### config.mk
export PLATFORM = sky130hd
export DESIGN_NAME = write_buffer_flat
export DESIGN_NICKNAME = d
export VERILOG_FILES = /design/src/rtl/write_buffer_if.sv /design/src/rtl/write_buffer.sv /design/src/flat_wrapper.sv
export SDC_FILE = /design/constraint.sdc
export NUM_CORES = 1
export LEC_CHECK = 0
export CORE_MARGIN = 5
export CORE_UTILIZATION = 30
export DETAILED_ROUTE_END_ITERATION = 8
export PLACE_DENSITY = 0.59
export SETUP_SLACK_MARGIN = 0.15
export SYNTH_ARGS = -nofsm -noshare
export SYNTH_HDL_FRONTEND = slang
export SYNTH_SLANG_ARGS = --single-unit
### constraint.sdc
create_clock -name clk -period 4.65 [get_ports clk]
set_input_delay 1.1625 -clock clk [delete_from_list [all_inputs] [get_ports clk]]
set_output_delay 1.1625 -clock clk [all_outputs]
set_load 0.01 [all_outputs]
### src/rtl/write_buffer_if.sv
// Processor/memory bus bundle: request fields flow master->slave, completion flows back.
interface write_buffer_if;
  logic [31:0] addr;
  logic [31:0] wdata;
  logic        write;
  logic        size;
  logic [1:0]  prot;
  logic [1:0]  trans;
  logic [31:0] rdata;
  logic        data_valid;
  logic        abort;

  modport master (
    output addr, wdata, write, size, prot, trans,
    input  rdata, data_valid, abort
  );

  modport slave (
    input  addr, wdata, write, size, prot, trans,
    output rdata, data_valid, abort
  );
endinterface

### src/rtl/write_buffer.sv
// Posted-write buffer: bufferable writes complete in one cycle and drain in order.
// Optional read forwarding from the buffer is enabled with `define WB_FORWARD_EN.
//
// state   | meaning
// M_IDLE  | no downstream transfer; FIFO head has priority over a pending pass-through
// M_DRAIN | FIFO head driven downstream, waiting for mem data_valid
// M_PASS  | read or non-bufferable write driven downstream, waiting for mem data_valid
module write_buffer #(
  parameter int DEPTH = 4
) (
  input  logic           clk,
  input  logic           n_reset,
  write_buffer_if.slave  cpu,
  write_buffer_if.master mem,
  input  logic           err_clr,
  output logic           wb_empty,
  output logic           wb_error
);
  localparam int PTR_W = $clog2(DEPTH);
  localparam logic [PTR_W:0] CNT_FULL = (PTR_W+1)'(DEPTH);

  typedef enum logic [1:0] {M_IDLE, M_DRAIN, M_PASS} m_state_t;
  m_state_t state_q, state_d;

  logic [31:0]      fifo_addr [DEPTH];
  logic [31:0]      fifo_data [DEPTH];
  logic             fifo_size [DEPTH];
  logic [1:0]       fifo_prot [DEPTH];
  logic [PTR_W-1:0] wr_ptr, rd_ptr;
  logic [PTR_W:0]   count;

  logic [31:0] pend_addr, pend_wdata;
  logic        pend_write, pend_size, pend_valid;
  logic [1:0]  pend_prot, pend_trans;

  logic        cpu_req, is_buf, push, pop, accept_pass, accept_fwd;
  logic        load_drain, load_pass, pass_done;
  logic [31:0] fwd_data;

  // A request is only sampled when no completion is on the bus and nothing is pending.
  assign cpu_req     = (cpu.trans != 2'b00) && !cpu.data_valid && !pend_valid;
  assign is_buf      = cpu.write && cpu.prot[1];
  assign push        = cpu_req && is_buf && (count < CNT_FULL);
  assign accept_pass = cpu_req && !is_buf && !accept_fwd;

`ifdef WB_FORWARD_EN
  logic fwd_hit;

  // Scan oldest to youngest so the youngest matching word entry wins.
  always_comb begin
    fwd_hit  = 1'b0;
    fwd_data = '0;
    for (int i = 0; i < DEPTH; i++) begin
      if (((PTR_W+1)'(i) < count) && fifo_size[rd_ptr + PTR_W'(i)] &&
          (fifo_addr[rd_ptr + PTR_W'(i)] == cpu.addr)) begin
        fwd_hit  = 1'b1;
        fwd_data = fifo_data[rd_ptr + PTR_W'(i)];
      end
    end
  end

  assign accept_fwd = cpu_req && !cpu.write && cpu.size && fwd_hit;
`else
  assign accept_fwd = 1'b0;
  assign fwd_data   = '0;
`endif

  always_ff @(posedge clk or negedge n_reset) begin
    if (!n_reset) state_q <= M_IDLE;
    else          state_q <= state_d;
  end

  always_comb begin
    state_d    = state_q;
    load_drain = 1'b0;
    load_pass  = 1'b0;
    pop        = 1'b0;
    pass_done  = 1'b0;
    case (state_q)
      M_IDLE: begin
        if (count != '0) begin
          load_drain = 1'b1;
          state_d    = M_DRAIN;
        end else if (pend_valid || accept_pass) begin
          load_pass = 1'b1;
          state_d   = M_PASS;
        end
      end
      M_DRAIN: begin
        if (mem.data_valid) begin
          pop     = 1'b1;
          state_d = M_IDLE;
        end
      end
      M_PASS: begin
        if (mem.data_valid) begin
          pass_done = 1'b1;
          state_d   = M_IDLE;
        end
      end
      default: state_d = M_IDLE;
    endcase
  end

  // Storage needs no reset: pointers and count define which entries are live.
  always_ff @(posedge clk) begin
    if (push) begin
      fifo_addr[wr_ptr] <= cpu.addr;
      fifo_data[wr_ptr] <= cpu.wdata;
      fifo_size[wr_ptr] <= cpu.size;
      fifo_prot[wr_ptr] <= cpu.prot;
    end
  end

  always_ff @(posedge clk or negedge n_reset) begin
    if (!n_reset) begin
      wr_ptr <= '0;
      rd_ptr <= '0;
      count  <= '0;
    end else begin
      if (push) wr_ptr <= wr_ptr + 1'b1;
      if (pop)  rd_ptr <= rd_ptr + 1'b1;
      case ({push, pop})
        2'b10:   count <= count + 1'b1;
        2'b01:   count <= count - 1'b1;
        default: ;
      endcase
    end
  end

  always_ff @(posedge clk or negedge n_reset) begin
    if (!n_reset) begin
      pend_valid <= 1'b0;
      pend_addr  <= '0;
      pend_wdata <= '0;
      pend_write <= 1'b0;
      pend_size  <= 1'b0;
      pend_prot  <= '0;
      pend_trans <= '0;
    end else if (accept_pass) begin
      pend_valid <= 1'b1;
      pend_addr  <= cpu.addr;
      pend_wdata <= cpu.wdata;
      pend_write <= cpu.write;
      pend_size  <= cpu.size;
      pend_prot  <= cpu.prot;
      pend_trans <= cpu.trans;
    end else if (pass_done) begin
      pend_valid <= 1'b0;
    end
  end

  // A pass-through accepted while the path is free issues straight from the cpu bus.
  always_ff @(posedge clk or negedge n_reset) begin
    if (!n_reset) begin
      mem.addr  <= '0;
      mem.wdata <= '0;
      mem.write <= 1'b0;
      mem.size  <= 1'b0;
      mem.prot  <= '0;
      mem.trans <= '0;
    end else if (load_drain) begin
      mem.addr  <= fifo_addr[rd_ptr];
      mem.wdata <= fifo_data[rd_ptr];
      mem.write <= 1'b1;
      mem.size  <= fifo_size[rd_ptr];
      mem.prot  <= fifo_prot[rd_ptr];
      mem.trans <= 2'b10;
    end else if (load_pass) begin
      mem.addr  <= pend_valid ? pend_addr  : cpu.addr;
      mem.wdata <= pend_valid ? pend_wdata : cpu.wdata;
      mem.write <= pend_valid ? pend_write : cpu.write;
      mem.size  <= pend_valid ? pend_size  : cpu.size;
      mem.prot  <= pend_valid ? pend_prot  : cpu.prot;
      mem.trans <= pend_valid ? pend_trans : cpu.trans;
    end else if (pop || pass_done) begin
      mem.trans <= 2'b00;
    end
  end

  always_ff @(posedge clk or negedge n_reset) begin
    if (!n_reset) begin
      cpu.data_valid <= 1'b0;
      cpu.abort      <= 1'b0;
      cpu.rdata      <= '0;
    end else begin
      cpu.data_valid <= push || accept_fwd || pass_done;
      cpu.abort      <= pass_done && mem.abort;
      if (pass_done)       cpu.rdata <= mem.rdata;
      else if (accept_fwd) cpu.rdata <= fwd_data;
    end
  end

  // Set has priority over clear so an abort landing with err_clr is not lost.
  always_ff @(posedge clk or negedge n_reset) begin
    if (!n_reset) wb_error <= 1'b0;
    else          wb_error <= (pop && mem.abort) || (wb_error && !err_clr);
  end

  assign wb_empty = (count == '0) && (state_q == M_IDLE) && !pend_valid;

endmodule

### src/flat_wrapper.sv
// flat-port wrapper written by rule: the top's interface ports become plain ports
module write_buffer_flat 
#(
  parameter int DEPTH = 4
)
  (clk, n_reset, err_clr, wb_empty, wb_error, cpu_addr, cpu_wdata, cpu_write, cpu_size, cpu_prot, cpu_trans, cpu_rdata, cpu_data_valid, cpu_abort, mem_addr, mem_wdata, mem_write, mem_size, mem_prot, mem_trans, mem_rdata, mem_data_valid, mem_abort);
  write_buffer_if cpu_i ();
  write_buffer_if mem_i ();
  input  logic clk;
  input  logic n_reset;
  input  logic err_clr;
  output logic wb_empty;
  output logic wb_error;
  input wire logic [$bits(cpu_i.addr)-1:0] cpu_addr;
  input wire logic [$bits(cpu_i.wdata)-1:0] cpu_wdata;
  input wire logic [$bits(cpu_i.write)-1:0] cpu_write;
  input wire logic [$bits(cpu_i.size)-1:0] cpu_size;
  input wire logic [$bits(cpu_i.prot)-1:0] cpu_prot;
  input wire logic [$bits(cpu_i.trans)-1:0] cpu_trans;
  output wire logic [$bits(cpu_i.rdata)-1:0] cpu_rdata;
  output wire logic [$bits(cpu_i.data_valid)-1:0] cpu_data_valid;
  output wire logic [$bits(cpu_i.abort)-1:0] cpu_abort;
  output wire logic [$bits(mem_i.addr)-1:0] mem_addr;
  output wire logic [$bits(mem_i.wdata)-1:0] mem_wdata;
  output wire logic [$bits(mem_i.write)-1:0] mem_write;
  output wire logic [$bits(mem_i.size)-1:0] mem_size;
  output wire logic [$bits(mem_i.prot)-1:0] mem_prot;
  output wire logic [$bits(mem_i.trans)-1:0] mem_trans;
  input wire logic [$bits(mem_i.rdata)-1:0] mem_rdata;
  input wire logic [$bits(mem_i.data_valid)-1:0] mem_data_valid;
  input wire logic [$bits(mem_i.abort)-1:0] mem_abort;
  assign cpu_i.addr = cpu_addr;
  assign cpu_i.wdata = cpu_wdata;
  assign cpu_i.write = cpu_write;
  assign cpu_i.size = cpu_size;
  assign cpu_i.prot = cpu_prot;
  assign cpu_i.trans = cpu_trans;
  assign cpu_rdata = cpu_i.rdata;
  assign cpu_data_valid = cpu_i.data_valid;
  assign cpu_abort = cpu_i.abort;
  assign mem_addr = mem_i.addr;
  assign mem_wdata = mem_i.wdata;
  assign mem_write = mem_i.write;
  assign mem_size = mem_i.size;
  assign mem_prot = mem_i.prot;
  assign mem_trans = mem_i.trans;
  assign mem_i.rdata = mem_rdata;
  assign mem_i.data_valid = mem_data_valid;
  assign mem_i.abort = mem_abort;
  write_buffer #(.DEPTH(DEPTH)) u_core (.clk(clk), .n_reset(n_reset), .cpu(cpu_i), .mem(mem_i), .err_clr(err_clr), .wb_empty(wb_empty), .wb_error(wb_error));
endmodule
==> results.tsv, run 1 <==
metric	value	unit
synth_top_area_cell	edfxtp_1	
area_delta_synth_final	24.7	%
max_freq	251	MHz
hold_path.class	flop to flop	
critPathLaunchType	flop	
fin_setup_tns	0	ns
p_total	0.0147	W
synth_top_area_share	43.8	%
start_util	30.4	%
relSlewSlack	25.1	%
hp-start	u_core.pend_wdata[15]	
grt_max_degree	117	
hpwlAfterDp	29.1	mm
worst_hold_path.endpoint	u_core.pend_wdata[15]	
die_y	257	um
syn-cell-area	18400	um2
r2r-end	u_core.fifo_addr[0][21]	
holdPathStages	1	
fp.dieArea	66300	um2
core_area	60500	um2
p_per_area	644	nW/um2
ys_warn_count	0	
gr-total-overflow	0	
fin_worst_skew	0.0192	ns
htreeDepth	2	
cts_hold_buf	0	
vias	10800	
synth_most_common_cell	edfxtp_1	
vias_per_cell	4.93	
ir_drop	0.355	mV
final-hold-violation-count	0	
cp.required	3.49	ns
tritoncts	done	
die_w	257	um
layout_min_cycle_time	3.98	ns
path_max_fanout	6	
io-pin-count	213	
drc	0	
portBuffers	212	
nFillCells	5602	
track_usage	14.2	%
clkSinkCount	453	
timing.final.crit_share	85.6	%
cp_slowest_stage_delay	0.59	ns
endpoint_kind	output pin	
rsz0062_at_grt	no	
post_cts_buffers	0	
hold_ws	0.497	ns
nNetsFinal	1476	
path_cells	inv_1 > ha_1 > or4b_4 > nor2_1 > clkdlybuf4s50_1	
r2r_start	u_core.pend_valid	
wire_per_inst	22.0	um
synth-edff-count	268	
gp_congestion	0.753	
final_layout_size_suffix_gt1_share	21.0	%
grt_pass1_vias	11500	
ys_seq_area_share	69.0	%
crit_buf_inv	2	
syn-num-nets	1269	
synthCells	1153	
wl	47.9	mm
syn_area_per_cell	15.9	um2
synth.area.top_cells	edfxtp_1 44%, dfrtp_1 25%, mux4_2 8.2%	
r2r_cells	5	
drv_slew	0	
ys_async_sr_fraction	40.8	%
grt_pass1_wl	72.8	mm
clk_pin_slew	0.06	ns
cts-root-buf	clkbuf_16	
antenna_left	0	
p_leak	8.08	nW
antennaDiodeCount	0	
rrSetupSlack	1.63	ns
status	completed	
clock_latency	0.59	ns
antenna_found_initial	9	
firstDrtPassIters	4	
cts_buffer_depth	3	
synth_common_cells	268 x edfxtp_1, 185 x dfrtp_1, 103 x mux2_2	
ys_ff_latch	453	
maxCapViolCount	0	
arrival	2.82	ns
synth_ff_type	edfxtp_1	
synth.distinct_cells	42	
ctsResizeCount	0	
slowest_stage	clkdlybuf4s50_1	
cts_buffers	49	
path_delay_family	simple AND/OR/NAND/NOR gates	
path_class	flop to output pin	
drt-initial-drc-count	672	
worst_pin_slew	1.12	ns
rows	90	
setup_viol	0	
cell type report:
type | instances | area, um2 | share of cell area [%]
inverter | 11 | 41.3 | 0.180
tap | 782 | 978 | 4.27
clock inverter | 22 | 143 | 0.623
clock buffer | 69 | 1330 | 5.82
multi-input combinational | 608 | 5330 | 23.3
timing repair buffer | 237 | 2380 | 10.4
sequential | 453 | 12700 | 55.4
cell usage in the layout (no fill, tap or decap), types with 49 or more instances in the layout:
cell type and instances:
edfxtp_1 268, clkdlybuf4s50_1 211, dfrtp_1 182, mux2_2 103, nand2_1 79, mux4_2 67
nor2_1 61, nand2b_1 58, or4_1 56, a31oi_1 56, clkbuf_16 49
cells by family after synthesis:
logic type,share of synthesized area (%)
AO/OA/AOI/OAI,4.95
flip-flops,69.0
buffers and inverters,2.17
multiplexers,15.1
adder cells (fa/ha/maj),0.654
AND/OR/NAND/NOR,7.77
XOR/XNOR,0.286
sequential cells by signal (all words and copies together), names as in the netlist, 8 cells and up:
signal             cells
u_core.pend_addr      32
u_core.mem.addr       32
u_core.mem.wdata      32
u_core.fifo_addr     128
u_core.fifo_data     128
u_core.fifo_prot       8
u_core.cpu.rdata      32
u_core.pend_wdata     32
routing by layer:
metal	GRT usage (%)	wire [um]	part of all wire [%]	vias to the layer above
met1	18.7	20500	43	5539
met4	4.03	1110	2.3	16
met5	0	96	0.20	-
met3	4.63	3570	7.5	87
li1	-	-	-	4823
met2	22.8	22600	47	291
where the power goes:
group | internal (W) | leakage [nW] | total [W] | switching [W]
combinational | 0.00264 | 2.78 | 0.00508 | 0.00243
clock | 0.00201 | 0.730 | 0.00361 | 0.00160
sequential | 0.00519 | 4.57 | 0.00606 | 0.000874
total | 0.00984 | 8.08 | 0.0147 | 0.00491
worst max-delay path by stage:
stage | startpoint | end | slack, ns | cells past startpoint
floorplan | cpu_trans[0] | u_core.fifo_addr[0][0] | 0.56 | 5
global placement | cpu_trans[0] | u_core.fifo_addr[3][22] | 0.91 | 6
detailed placement | cpu_trans[0] | u_core.fifo_addr[0][21] | 0.84 | 6
CTS | u_core.state_q[0] | wb_empty | 0.63 | 5
global route | u_core.state_q[0] | wb_empty | 0.61 | 5
finish | u_core.state_q[0] | wb_empty | 0.67 | 5
metrics by stage:
stage	area (um2)	utilization [%]	std cells	setup slack, ns
5_1_grt	22900	37.9	2182	0.607
2_1_floorplan	18400	-	1153	0.555
6_report	22900	37.9	2182	0.670
3_3_place_gp	21400	35.4	2091	0.914
3_5_place_dp	21400	35.4	2091	0.838
4_1_cts	22900	37.9	2182	0.629
Power figures use the tool's default switching activity.
==> run 2, diff against run 1 <==
- ABC_CLOCK_PERIOD_IN_PS: default -> 4650
==> results of run 2 <==
The final DEF is identical to that of run 1; final timing and power are the same.
